<file path="config.mk">
export PLATFORM = sky130hd
export DESIGN_NAME = load_store_unit
export DESIGN_NICKNAME = d
export VERILOG_FILES = /design/src/rtl/types_pkg.sv /design/src/rtl/lsu_align.sv /design/src/rtl/load_store_unit.sv
export SDC_FILE = /design/constraint.sdc
export NUM_CORES = 1
export LEC_CHECK = 0
export CORE_MARGIN = 5
export CORE_UTILIZATION = 45
export CTS_CLUSTER_SIZE = 30
export DETAILED_ROUTE_END_ITERATION = 7
export PLACE_DENSITY = 0.83
export SYNTH_ARGS = -nofsm -noshare
export SYNTH_HDL_FRONTEND = slang
export SYNTH_SLANG_ARGS = --single-unit
</file>
<file path="constraint.sdc">
create_clock -name clk -period 6 [get_ports clk]
set_input_delay 1.2 -clock clk [delete_from_list [all_inputs] [get_ports clk]]
set_output_delay 1.2 -clock clk [all_outputs]
set_load 0.02 [all_outputs]
</file>
<file path="src/rtl/types_pkg.sv">
// Shared types for the load/store unit: bus width, access size, FSM state and error codes.
package types_pkg;

  localparam int DATA_BUS = 32;
  localparam int STRB_W   = DATA_BUS / 8;

  typedef enum logic [1:0] {
    SIZE_BYTE = 2'b00,
    SIZE_HALF = 2'b01,
    SIZE_WORD = 2'b10
  } mem_size;

  typedef enum logic [1:0] {
    LSU_IDLE = 2'b00,
    LSU_REQ  = 2'b01,
    LSU_DONE = 2'b10
  } lsu_state;

  typedef enum logic [1:0] {
    ERR_OK       = 2'b00,
    ERR_MISALIGN = 2'b01,
    ERR_TIMEOUT  = 2'b10
  } lsu_err;

  function automatic logic is_aligned(input mem_size size, input logic [1:0] lo);
    case (size)
      SIZE_BYTE: return 1'b1;
      SIZE_HALF: return ~lo[0];
      default:   return (lo == 2'b00);
    endcase
  endfunction

  // Drops the low address bits a half/word access cannot use; no-op for aligned addresses.
  function automatic logic [1:0] fold_offset(input mem_size size, input logic [1:0] lo);
    case (size)
      SIZE_BYTE: return lo;
      SIZE_HALF: return {lo[1], 1'b0};
      default:   return 2'b00;
    endcase
  endfunction

endpackage

</file>
<file path="src/rtl/lsu_align.sv">
// Combinational lane logic: store strobes, store-data replication and load extraction/extension.
module lsu_align
  import types_pkg::*;
(
  input  mem_size                 size,
  input  logic [1:0]              offset,
  input  logic [DATA_BUS-1:0]     store_data,
  input  logic [DATA_BUS-1:0]     load_word,
  input  logic                    load_unsigned,
  output logic [STRB_W-1:0]       wstrb,
  output logic [DATA_BUS-1:0]     wdata_lanes,
  output logic [DATA_BUS-1:0]     load_data
);

  logic [7:0]  byte_lane;
  logic [15:0] half_lane;
  logic        byte_sign;
  logic        half_sign;

  always_comb begin
    byte_lane   = load_word[{offset, 3'b000} +: 8];
    half_lane   = offset[1] ? load_word[31:16] : load_word[15:0];
    byte_sign   = ~load_unsigned & byte_lane[7];
    half_sign   = ~load_unsigned & half_lane[15];
    wstrb       = '0;
    wdata_lanes = '0;
    load_data   = '0;
    case (size)
      SIZE_BYTE: begin
        wstrb       = 4'b0001 << offset;
        wdata_lanes = {4{store_data[7:0]}};
        load_data   = {{(DATA_BUS-8){byte_sign}}, byte_lane};
      end
      SIZE_HALF: begin
        wstrb       = 4'b0011 << {offset[1], 1'b0};
        wdata_lanes = {2{store_data[15:0]}};
        load_data   = {{(DATA_BUS-16){half_sign}}, half_lane};
      end
      default: begin
        wstrb       = '1;
        wdata_lanes = store_data;
        load_data   = load_word;
      end
    endcase
  end

endmodule

</file>
<file path="src/rtl/load_store_unit.sv">
// Load/store unit: IDLE -> REQ -> DONE handshake with a word-aligned memory port and wait timeout.
// Define LSU_MISALIGN_CHECK_EN to reject misaligned accesses with err=01 instead of folding the address.
module load_store_unit
  import types_pkg::*;
#(
  parameter int MAX_WAIT = 255
) (
  input  logic                clk,
  input  logic                rst,
  input  logic                req_valid,
  input  logic                req_we,
  input  mem_size             req_size,
  input  logic                req_unsigned,
  input  logic [DATA_BUS-1:0] addr,
  input  logic [DATA_BUS-1:0] wdata,
  output logic                stall,
  output logic [DATA_BUS-1:0] rdata,
  output logic                done,
  output logic [1:0]          err,
  output logic                mem_req,
  output logic                mem_we,
  output logic [DATA_BUS-1:0] mem_addr,
  output logic [STRB_W-1:0]   mem_wstrb,
  output logic [DATA_BUS-1:0] mem_wdata,
  input  logic                mem_ready,
  input  logic [DATA_BUS-1:0] mem_rdata
);

  localparam int CW = (MAX_WAIT < 1) ? 1 : $clog2(MAX_WAIT + 1);
  localparam logic [CW:0] MAX_CNT = (CW + 1)'(MAX_WAIT);

  lsu_state            state;
  logic [DATA_BUS-1:0] cap_addr;
  logic [DATA_BUS-1:0] cap_wdata;
  mem_size             cap_size;
  logic                cap_we;
  logic                cap_unsigned;
  logic [CW-1:0]       wait_cnt;
  logic [CW:0]         cnt_next;

  logic [STRB_W-1:0]   lane_strb;
  logic [DATA_BUS-1:0] lane_wdata;
  logic [DATA_BUS-1:0] load_data;

  lsu_align u_align (
    .size          (cap_size),
    .offset        (cap_addr[1:0]),
    .store_data    (cap_wdata),
    .load_word     (mem_rdata),
    .load_unsigned (cap_unsigned),
    .wstrb         (lane_strb),
    .wdata_lanes   (lane_wdata),
    .load_data     (load_data)
  );

  assign cnt_next  = {1'b0, wait_cnt} + (CW + 1)'(1);
  assign stall     = ((state == LSU_IDLE) && req_valid) || (state == LSU_REQ);
  assign mem_we    = mem_req & cap_we;
  assign mem_addr  = {cap_addr[DATA_BUS-1:2], 2'b00};
  assign mem_wstrb = (mem_req && cap_we) ? lane_strb : '0;
  assign mem_wdata = lane_wdata;

  always_ff @(posedge clk) begin
    if (rst) begin
      state        <= LSU_IDLE;
      cap_addr     <= '0;
      cap_wdata    <= '0;
      cap_size     <= SIZE_BYTE;
      cap_we       <= 1'b0;
      cap_unsigned <= 1'b0;
      wait_cnt     <= '0;
      rdata        <= '0;
      done         <= 1'b0;
      err          <= ERR_OK;
      mem_req      <= 1'b0;
    end else begin
      done <= 1'b0;
      case (state)
        LSU_IDLE: begin
          if (req_valid) begin
`ifdef LSU_MISALIGN_CHECK_EN
            if (!is_aligned(req_size, addr[1:0])) begin
              err   <= ERR_MISALIGN;
              done  <= 1'b1;
              state <= LSU_DONE;
            end else
`endif
            begin
              // Offset folding keeps unchecked misaligned accesses on their containing half/word.
              cap_addr     <= {addr[DATA_BUS-1:2], fold_offset(req_size, addr[1:0])};
              cap_wdata    <= wdata;
              cap_size     <= req_size;
              cap_we       <= req_we;
              cap_unsigned <= req_unsigned;
              wait_cnt     <= '0;
              mem_req      <= 1'b1;
              state        <= LSU_REQ;
            end
          end
        end
        LSU_REQ: begin
          if (mem_ready) begin
            if (!cap_we) rdata <= load_data;
            err     <= ERR_OK;
            done    <= 1'b1;
            mem_req <= 1'b0;
            state   <= LSU_DONE;
          end else if (cnt_next == MAX_CNT) begin
            rdata   <= '0;
            err     <= ERR_TIMEOUT;
            done    <= 1'b1;
            mem_req <= 1'b0;
            state   <= LSU_DONE;
          end else begin
            wait_cnt <= cnt_next[CW-1:0];
          end
        end
        LSU_DONE: state <= LSU_IDLE;
        default:  state <= LSU_IDLE;
      endcase
    end
  end

endmodule

</file>
==> flow_metrics.env, run 1 <==
export IMPL_fmax_ghz=0.246
export IMPL_crit_buf_inv=1
export IMPL_synth_compound_area_share_pct=18.9
export IMPL_power_leakage_nw=2.83
export IMPL_ys_ff_latch=113
export IMPL_synth_cells=683
export IMPL_async_flop_share_pct=0
export IMPL_gr_total_overflow=0
export IMPL_grt_pass1_vias=5077
export IMPL_crit_type="flip-flop to primary output"
export IMPL_setup_viol=0
export IMPL_outcome="complete, no violations"
export IMPL_synth_yosys_seq_area_share_pct=41.5
export IMPL_synth_fa_ha_area_share_pct=0.459
export IMPL_min_period_ns=4.07
export IMPL_synth_xor_area_share_pct=0
export IMPL_antenna_found_initial=0
export IMPL_synth_top_family_by_area="simple AND/OR/NAND/NOR gates"
export IMPL_dieWidth_um=120
export IMPL_worst_slew_pin_slew_ns=0.987
export IMPL_routedWlPerCell_um=16.8
export IMPL_irDropWorstVdd_mv=0.140
export IMPL_post_dp_cell_area_um2=7200
export IMPL_ys_flop_type="dfxtp_1"
export IMPL_fin_hold_ws_ns=0.449
export IMPL_num_nets_final=924
export IMPL_pin_count=210
export IMPL_critPathMaxStageDelay_ns=0.89
export IMPL_arrival_ns=2.87
export IMPL_place_ws_ns=2.32
export IMPL_clk_pin_slew_worst_paths_ns=0.05
export IMPL_crit_path_end_kind="primary output"
export IMPL_synthMuxAreaShare_pct=9.74
export IMPL_cts_post_setup_buffers_inserted=0
export IMPL_clk_latency_ns=0.40
export IMPL_dr_pass1_iters=7
export IMPL_grt_setup_unrepaired="no"
export IMPL_cts_sinks=113
export IMPL_hpwl_um=11400
export IMPL_cts_tree="built"
export IMPL_startpoint_type="flip-flop"
export IMPL_postLayoutCellArea_um2=7820
export IMPL_die_h_um=120
export IMPL_numPortBuffers=206
export IMPL_synth_edf_count=0
export IMPL_critPathTopFamily="simple AND/OR/NAND/NOR gates"
export IMPL_initial_core_util_pct=45.6
export IMPL_final_cell_mix="clkdlybuf4s50_1 (205), nand2_1 (180), dfxtp_1 (112)"
export IMPL_slew_headroom_pct=34.0
export IMPL_grt_max_degree=75
export IMPL_period_share_pct=67.8
export IMPL_initialDrtViolationCount=314
export IMPL_cts_root_buf="clkbuf_16"
export IMPL_ant_nets=0
export IMPL_via_per_inst=5.38
export IMPL_cts_buffers=17
export IMPL_drive_gt1_share_pct=8.43
export IMPL_setup_ws_ns=1.93
export IMPL_clock_path_buffers=2
export IMPL_power_density_nw_per_um2=287
export IMPL_track_usage_pct=22.7
export IMPL_cp_cell_sequence="nor2_1 > mux2_2 > clkdlybuf4s50_1"
export IMPL_hold_path_class="flip-flop to flip-flop"
export IMPL_post_cts_resized=0
export IMPL_drc=0
export IMPL_row_count=40
export IMPL_syn_to_final_growth_pct=43.6
export IMPL_dieArea_um2=14400
export IMPL_drv_slew=0
export IMPL_htree_levels=4
export IMPL_syn_area_um2=5450
export IMPL_hold_violations=0
export IMPL_drv_cap=0
export IMPL_ys_warn_count=0
export IMPL_synthSimpleGateAreaFrac_pct=19.1
export IMPL_crit_required_ns=4.80
export IMPL_crit_fanout=49
export IMPL_wirelength_um=16400
export IMPL_setup_tns_ns=0
export IMPL_vias=5261
export IMPL_cts_hold_buf=0
export IMPL_skew_ns=0.00658
export IMPL_grt_pass1_wl_um=26300
export IMPL_final_util_pct=65.4
export IMPL_layout_commonest_cell="clkdlybuf4s50_1"
export IMPL_gp_congestion=0.877
export IMPL_synth_distinct_cells=50
export IMPL_syn_area_per_cell_um2=7.98
export IMPL_n_antenna_cell=0
export IMPL_crit_slowest_cell="nor2_1"
export IMPL_coreArea_um2=12000
-- flip-flops by register name (all words and copies together) (netlist names) --
signal        count
cap_addr         32
cap_wdata        32
rdata            32
wait_cnt          8
cap_size          2
state             2
cap_unsigned      1
cap_we            1
done              1
err               1
mem_req           1
-- power by group --
group          internal [W]  switching [W]  total (W)  leakage [nW]
sequential         0.000792      0.0000326   0.000824         0.924
clock              0.000712       0.000343    0.00106         0.299
combinational      0.000185       0.000184   0.000370          1.60
total               0.00169       0.000560    0.00225          2.83
-- path summary, 6_finish.rpt --
check	from	to	slack, ns	cells past startpoint
worst min-delay path	cap_wdata[22]$_SDFFE_PP0P_	cap_wdata[22]$_SDFFE_PP0P_	0.45	2
worst min register to register	cap_wdata[22]$_SDFFE_PP0P_	cap_wdata[22]$_SDFFE_PP0P_	0.45	2
worst max register to register	wait_cnt[0]$_SDFFE_PP0P_	rdata[20]$_SDFFE_PP0P_	3.42	6
worst max-delay path	cap_size[1]$_SDFFE_PP0P_	mem_wdata[14]	1.93	3
-- metal layers --
metal  wire length, um  GRT usage (%)  vias to the layer above
li1                  -              -                     2583
met1              6850           27.7                     2411
met2              7480           35.5                      234
met3              1630           9.38                       33
met4               435           9.16                        0
met5                 0              0                        -
-- through the flow --
stage | cells | power, W
finish | 977 | 0.00225
global placement | 946 | 0.00120
CTS | 977 | 0.00227
global route | 977 | 0.00234
detailed placement | 946 | 0.00121
floorplan | 685 | 0.00104
-- worst reg2reg max path: cells and delay by family (launching register included) --
family,cells,cell delay (ns)
flops,1,0.48
compound gates,2,0.44
simple gates,3,1.15
fa+ha+maj,1,0.34
-- synthesized netlist by cell type, types with 3 or more instances --
cell type / instances / area share [%]
nand2_1: 181 / 12
dfxtp_1: 113 / 42
a21oi_1: 108 / 9.9
buf_4: 42 / 5.8
clkbuf_1: 38 / 2.6
o22ai_1: 31 / 3.6
nor2_1: 21 / 1.4
mux2_2: 18 / 3.7
mux2i_1: 17 / 3.1
o21ai_0: 12 / 1.1
nor2b_1: 9 / 1.0
a32o_1: 7 / 1.3
buf_1: 7 / 0.48
buf_2: 7 / 0.64
mux4_2: 7 / 2.9
and3_1: 4 / 0.46
nand2b_1: 4 / 0.46
nand3_1: 4 / 0.37
nor3_1: 4 / 0.37
o211ai_1: 4 / 0.55
and2_1: 3 / 0.34
inv_1: 3 / 0.21
nand4_1: 3 / 0.34
o2111ai_1: 3 / 0.48
or3_1: 3 / 0.34
-- layout make-up --
cell class                 count  area (um2)
clock buffer                  21         460
clock inverter                10         159
fill                        1018        4140
inverter                       4        15.0
multi-input combinational    471        2650
sequential                   113        2260
tap                          147         184
timing repair buffer         211        2100
-- cell families after synthesis --
family          after synthesis
simple gates                246
compound gates              178
flops                       113
buf+inv                     101
mux                          42
fa+ha+maj                     2
other cells                   1
Power figures use the tool's default switching activity.
==> inputs of run 2 (changes only) <==
- CORE_UTILIZATION: 45 -> 44
- PLACE_DENSITY: 0.83 -> 0.81
- clock period: 6 -> 4.15 ns (I/O delays scaled with it)
==> run 2 against run 1 <==
Against the previous run:
- final area shrank 0.53%
- core utilization fell by 0.89 points
- worst hold slack better by 0.0024 ns
- global-route usage rose by 0.19 points
- clock power increased by 23%
- critical path type unchanged
==> flow_metrics.env, run 2 (synthesis gave the netlist of run 1 again) <==
export IMPL_outcome="complete, no violations"
export IMPL_dieWidth_um=121
export IMPL_crit_path_end_kind="primary output"
export IMPL_via_per_inst=5.32
export IMPL_post_cts_resized=0
export IMPL_grt_pass1_vias=5443
export IMPL_track_usage_pct=22.9
export IMPL_drc=0
export IMPL_drive_gt1_share_pct=8.41
export IMPL_cts_root_buf="clkbuf_16"
export IMPL_clk_pin_slew_worst_paths_ns=0.05
export IMPL_num_nets_final=926
export IMPL_n_fill_cell=984
export IMPL_grt_setup_unrepaired="no"
export IMPL_gp_congestion=0.903
export IMPL_cts_buffers=17
export IMPL_skew_ns=0.00900
export IMPL_die_h_um=121
export IMPL_grt_pass1_wl_um=26900
export IMPL_grt_max_degree=75
export IMPL_dr_pass1_iters=5
export IMPL_crit_fanout=30
export IMPL_routedWlPerCell_um=17.0
export IMPL_syn_to_final_growth_pct=42.8
export IMPL_antenna_found_initial=0
export IMPL_reg_top3="cap_addr (32), cap_wdata (32), rdata (32)"
export IMPL_placed_cells=969
export IMPL_r2r_slack_ns=1.47
export IMPL_min_period_ns=3.19
export IMPL_clk_latency_ns=0.41
export IMPL_hold_path_class="flip-flop to flip-flop"
export IMPL_irDropWorstVdd_mv=0.274
export IMPL_cts_post_setup_buffers_inserted=0
export IMPL_crit_type="flip-flop to primary output"
export IMPL_final_cells=1000
export IMPL_fmax_ghz=0.313
export IMPL_power_density_nw_per_um2=389
export IMPL_hpwl_um=12300
export IMPL_hold_violations=0
export IMPL_wirelength_um=17000
export IMPL_postLayoutCellArea_um2=7780
export IMPL_clock_path_buffers=2
export IMPL_setup_tns_ns=0
export IMPL_gr_total_overflow=0
export IMPL_arrival_ns=2.36
export IMPL_cts_tree="built"
export IMPL_dieArea_um2=14700
export IMPL_worst_slew_pin_slew_ns=0.924
export IMPL_cts_sinks=113
export IMPL_ant_nets=0
export IMPL_period_share_pct=76.9
export IMPL_crit_required_ns=3.32
export IMPL_setup_viol=0
export IMPL_cts_hold_buf=0
export IMPL_coreArea_um2=12100
export IMPL_vias=5320
export IMPL_numPortBuffers=206
export IMPL_final_cell_mix="clkdlybuf4s50_1 (205), nand2_1 (180), dfxtp_1 (112)"
export IMPL_row_count=40
export IMPL_post_dp_cell_area_um2=7250
export IMPL_slew_headroom_pct=38.4
export IMPL_power_leakage_nw=2.80
export IMPL_layout_commonest_cell="clkdlybuf4s50_1"
export IMPL_drv_slew=0
export IMPL_initialDrtViolationCount=329
export IMPL_pin_count=210
export IMPL_n_antenna_cell=0
export IMPL_htree_levels=4
export IMPL_startpoint_type="flip-flop"
export IMPL_drv_cap=0
export IMPL_initial_core_util_pct=45.2
==> run 2: path summary, 6_finish.rpt <==
| kind | start | to | cells after the start |
|---|---|---|---|
| setup / recovery | cap_size[1]$_SDFFE_PP0P_ | mem_wstrb[0] | 4 |
| hold / removal | cap_addr[11]$_SDFFE_PP0P_ | cap_addr[11]$_SDFFE_PP0P_ | 2 |
| setup reg to reg | wait_cnt[1]$_SDFFE_PP0P_ | rdata[20]$_SDFFE_PP0P_ | 6 |
| hold reg to reg | cap_addr[11]$_SDFFE_PP0P_ | cap_addr[11]$_SDFFE_PP0P_ | 2 |
==> run 2: final cells by class <==
class	count	area, um2	area share, %
tap	168	210	2.70
clock buffer	26	509	6.54
timing repair buffer	213	2110	27.1
sequential	113	2260	29.1
multi-input combinational	471	2650	34.0
clock inverter	5	27.5	0.354
inverter	4	15.0	0.193
==> run 2: power by group <==
group          switching [W]  internal (W)
Combinational       0.000273      0.000269
Sequential         0.0000461       0.00115
Clock               0.000464      0.000832
Total               0.000783       0.00225
==> run 2: routing by layer <==
metal | wire, um | share of wire [%] | global-route usage, % | vias to the layer above
met5 | 0 | 0 | 0 | -
met4 | 394 | 2.3 | 9.59 | 0
met3 | 1740 | 10 | 8.34 | 33
met2 | 8320 | 49 | 39.1 | 268
met1 | 6530 | 38 | 25.6 | 2431
li1 | - | - | - | 2588
==> run 2: per-stage QoR <==
stage               power, W  hold WS [ns]  util, %  worst slack (ns)
floorplan            0.00151         0.433        -              1.63
global placement     0.00174         0.439     60.1              1.26
detailed placement   0.00175         0.446     60.1              1.17
CTS                  0.00306         0.453     64.5             0.918
global route         0.00315         0.465     64.5             0.768
finish               0.00303         0.451     64.5             0.959
==> run 2: critical path: stages (launching register included) <==
cell,delay [ns]
dfxtp_2,0.66
nand2b_1,0.38
nand2_1,0.14
a21oi_1,0.15
clkdlybuf4s50_1,0.62
==> inputs of run 3 (changes only) <==
- clock period: 4.15 -> 3.3 ns (I/O delays scaled with it)
==> run 3 against run 2 <==
Against the previous run:
- core utilization up 1.1 points
- critical path depth unchanged
- worst setup slack got worse by 0.63 ns
- count of clock-buffer cells in the layout down 5
- total power grew 38%
- sequential cell count stayed put
- combinational power increased by 28%
- via count increased by 0.86%
- non-clock buffer count increased by 4
- clock skew up 0.0039 ns
- cell count increased by 0.40%
- critical endpoint is now mem_wstrb[2]
- largest power group unchanged
==> flow_metrics.env, run 3 (synthesis gave the netlist of run 1 again) <==
export IMPL_clk_latency_ns=0.40
export IMPL_fin_hold_ws_ns=0.453
export IMPL_cts_root_buf="clkbuf_16"
export IMPL_placed_cells=973
export IMPL_syn_to_final_growth_pct=45.3
export IMPL_antenna_found_initial=0
export IMPL_numPortBuffers=206
export IMPL_gr_total_overflow=0
export IMPL_crit_required_ns=2.64
export IMPL_initialDrtViolationCount=361
export IMPL_track_usage_pct=23.0
export IMPL_vias=5366
export IMPL_die_h_um=121
export IMPL_place_ws_ns=0.559
export IMPL_slew_headroom_pct=50.2
export IMPL_hpwl_um=12400
export IMPL_crit_fanout=24
export IMPL_gp_congestion=0.924
export IMPL_drv_cap=0
export IMPL_period_share_pct=89.9
export IMPL_ant_nets=0
export IMPL_drv_slew=0
export IMPL_drc=0
export IMPL_routedWlPerCell_um=17.2
export IMPL_crit_path_end_kind="primary output"
export IMPL_setup_tns_ns=0
export IMPL_setup_viol=0
export IMPL_power_leakage_nw=2.86
export IMPL_cts_post_setup_buffers_inserted=0
export IMPL_dieWidth_um=121
export IMPL_p_total_w=0.00417
export IMPL_drive_gt1_share_pct=9.09
export IMPL_grt_pass1_wl_um=27100
export IMPL_clock_path_buffers=2
export IMPL_final_cell_mix="clkdlybuf4s50_1 (205), nand2_1 (180), dfxtp_1 (112)"
export IMPL_htree_levels=4
export IMPL_post_cts_resized=0
export IMPL_coreArea_um2=12100
export IMPL_initial_core_util_pct=45.2
export IMPL_dr_pass1_iters=5
export IMPL_cts_buffers=17
export IMPL_skew_ns=0.0129
export IMPL_final_cells=1004
export IMPL_reg_top3="cap_addr (32), cap_wdata (32), rdata (32)"
export IMPL_dieArea_um2=14700
export IMPL_outcome="complete, no violations"
export IMPL_crit_type="flip-flop to primary output"
export IMPL_grt_pass1_vias=5397
export IMPL_fmax_ghz=0.337
export IMPL_wirelength_um=17200
export IMPL_pin_count=210
export IMPL_startpoint_type="flip-flop"
export IMPL_via_per_inst=5.34
export IMPL_num_nets_final=930
export IMPL_arrival_ns=2.31
export IMPL_row_count=40
export IMPL_setup_ws_ns=0.333
export IMPL_worst_slew_pin_slew_ns=0.745
export IMPL_irDropWorstVdd_mv=0.332
export IMPL_hold_violations=0
export IMPL_cts_tree="built"
export IMPL_clk_pin_slew_worst_paths_ns=0.05
export IMPL_grt_max_degree=75
export IMPL_cts_hold_buf=0
export IMPL_min_period_ns=2.97
export IMPL_hold_path_class="flip-flop to flip-flop"
export IMPL_n_antenna_cell=0
export IMPL_cts_sinks=113
export IMPL_power_density_nw_per_um2=527
export IMPL_layout_commonest_cell="clkdlybuf4s50_1"
export IMPL_grt_setup_unrepaired="no"
[run 3: cell types whose count changed in the layout (fill, tap and decap cells not counted), sizes merged]
cell / previous run / this run
bufinv: 0 / 5
clkbuf: 26 / 21
buf: 8 / 12
clkinv: 4 / 2
clkinvlp: 1 / 3
[run 3: path summary, 6_finish.rpt]
path / from / endpoint / slack (ns) / cells past startpoint
max: cap_size[1]$_SDFFE_PP0P_ / mem_wstrb[2] / 0.33 / 4
min: cap_addr[14]$_SDFFE_PP0P_ / cap_addr[14]$_SDFFE_PP0P_ / 0.45 / 2
max reg2reg: wait_cnt[0]$_SDFFE_PP0P_ / rdata[8]$_SDFFE_PP0P_ / 1.05 / 7
min reg2reg: cap_addr[14]$_SDFFE_PP0P_ / cap_addr[14]$_SDFFE_PP0P_ / 0.45 / 2
[run 3: per-layer routing]
| layer | wire length [um] | vias to the layer above | track usage [%] |
|---|---|---|---|
| li1 | - | 2582 | - |
| met1 | 6830 | 2490 | 26.9 |
| met2 | 8360 | 260 | 38.4 |
| met3 | 1550 | 34 | 6.85 |
| met4 | 506 | 0 | 11.0 |
| met5 | 0 | - | 0 |
[run 3: report_power, final]
part / internal [W] / switching [W] / total [W]
registers: 0.00144 / 0.0000522 / 0.00149
logic: 0.000342 / 0.000352 / 0.000693
clock network: 0.00137 / 0.000612 / 0.00198
total: 0.00315 / 0.00102 / 0.00417
[run 3: final cells by class]
| type | count | area (um2) |
|---|---|---|
| clock buffers | 21 | 460 |
| clock inverters | 10 | 183 |
| fillers | 992 | 4140 |
| inverters | 4 | 15.0 |
| multi-input cells | 471 | 2650 |
| flip-flops and latches | 113 | 2260 |
| well taps | 168 | 210 |
| repair buffers | 217 | 2140 |
[run 3: per-stage QoR]
stage	util, %	instance area, um2
6_report	65.7	7920
5_1_grt	65.7	7920
4_1_cts	65.7	7920
3_5_place_dp	60.3	7280
3_3_place_gp	60.3	7280
2_1_floorplan	-	5460
[run 3: critical path: stages (launching register included)]
cell	delay [ns]
dfxtp_2	0.44
buf_4	0.35
o21ai_0	0.20
a21oi_1	0.24
clkdlybuf4s50_1	0.68
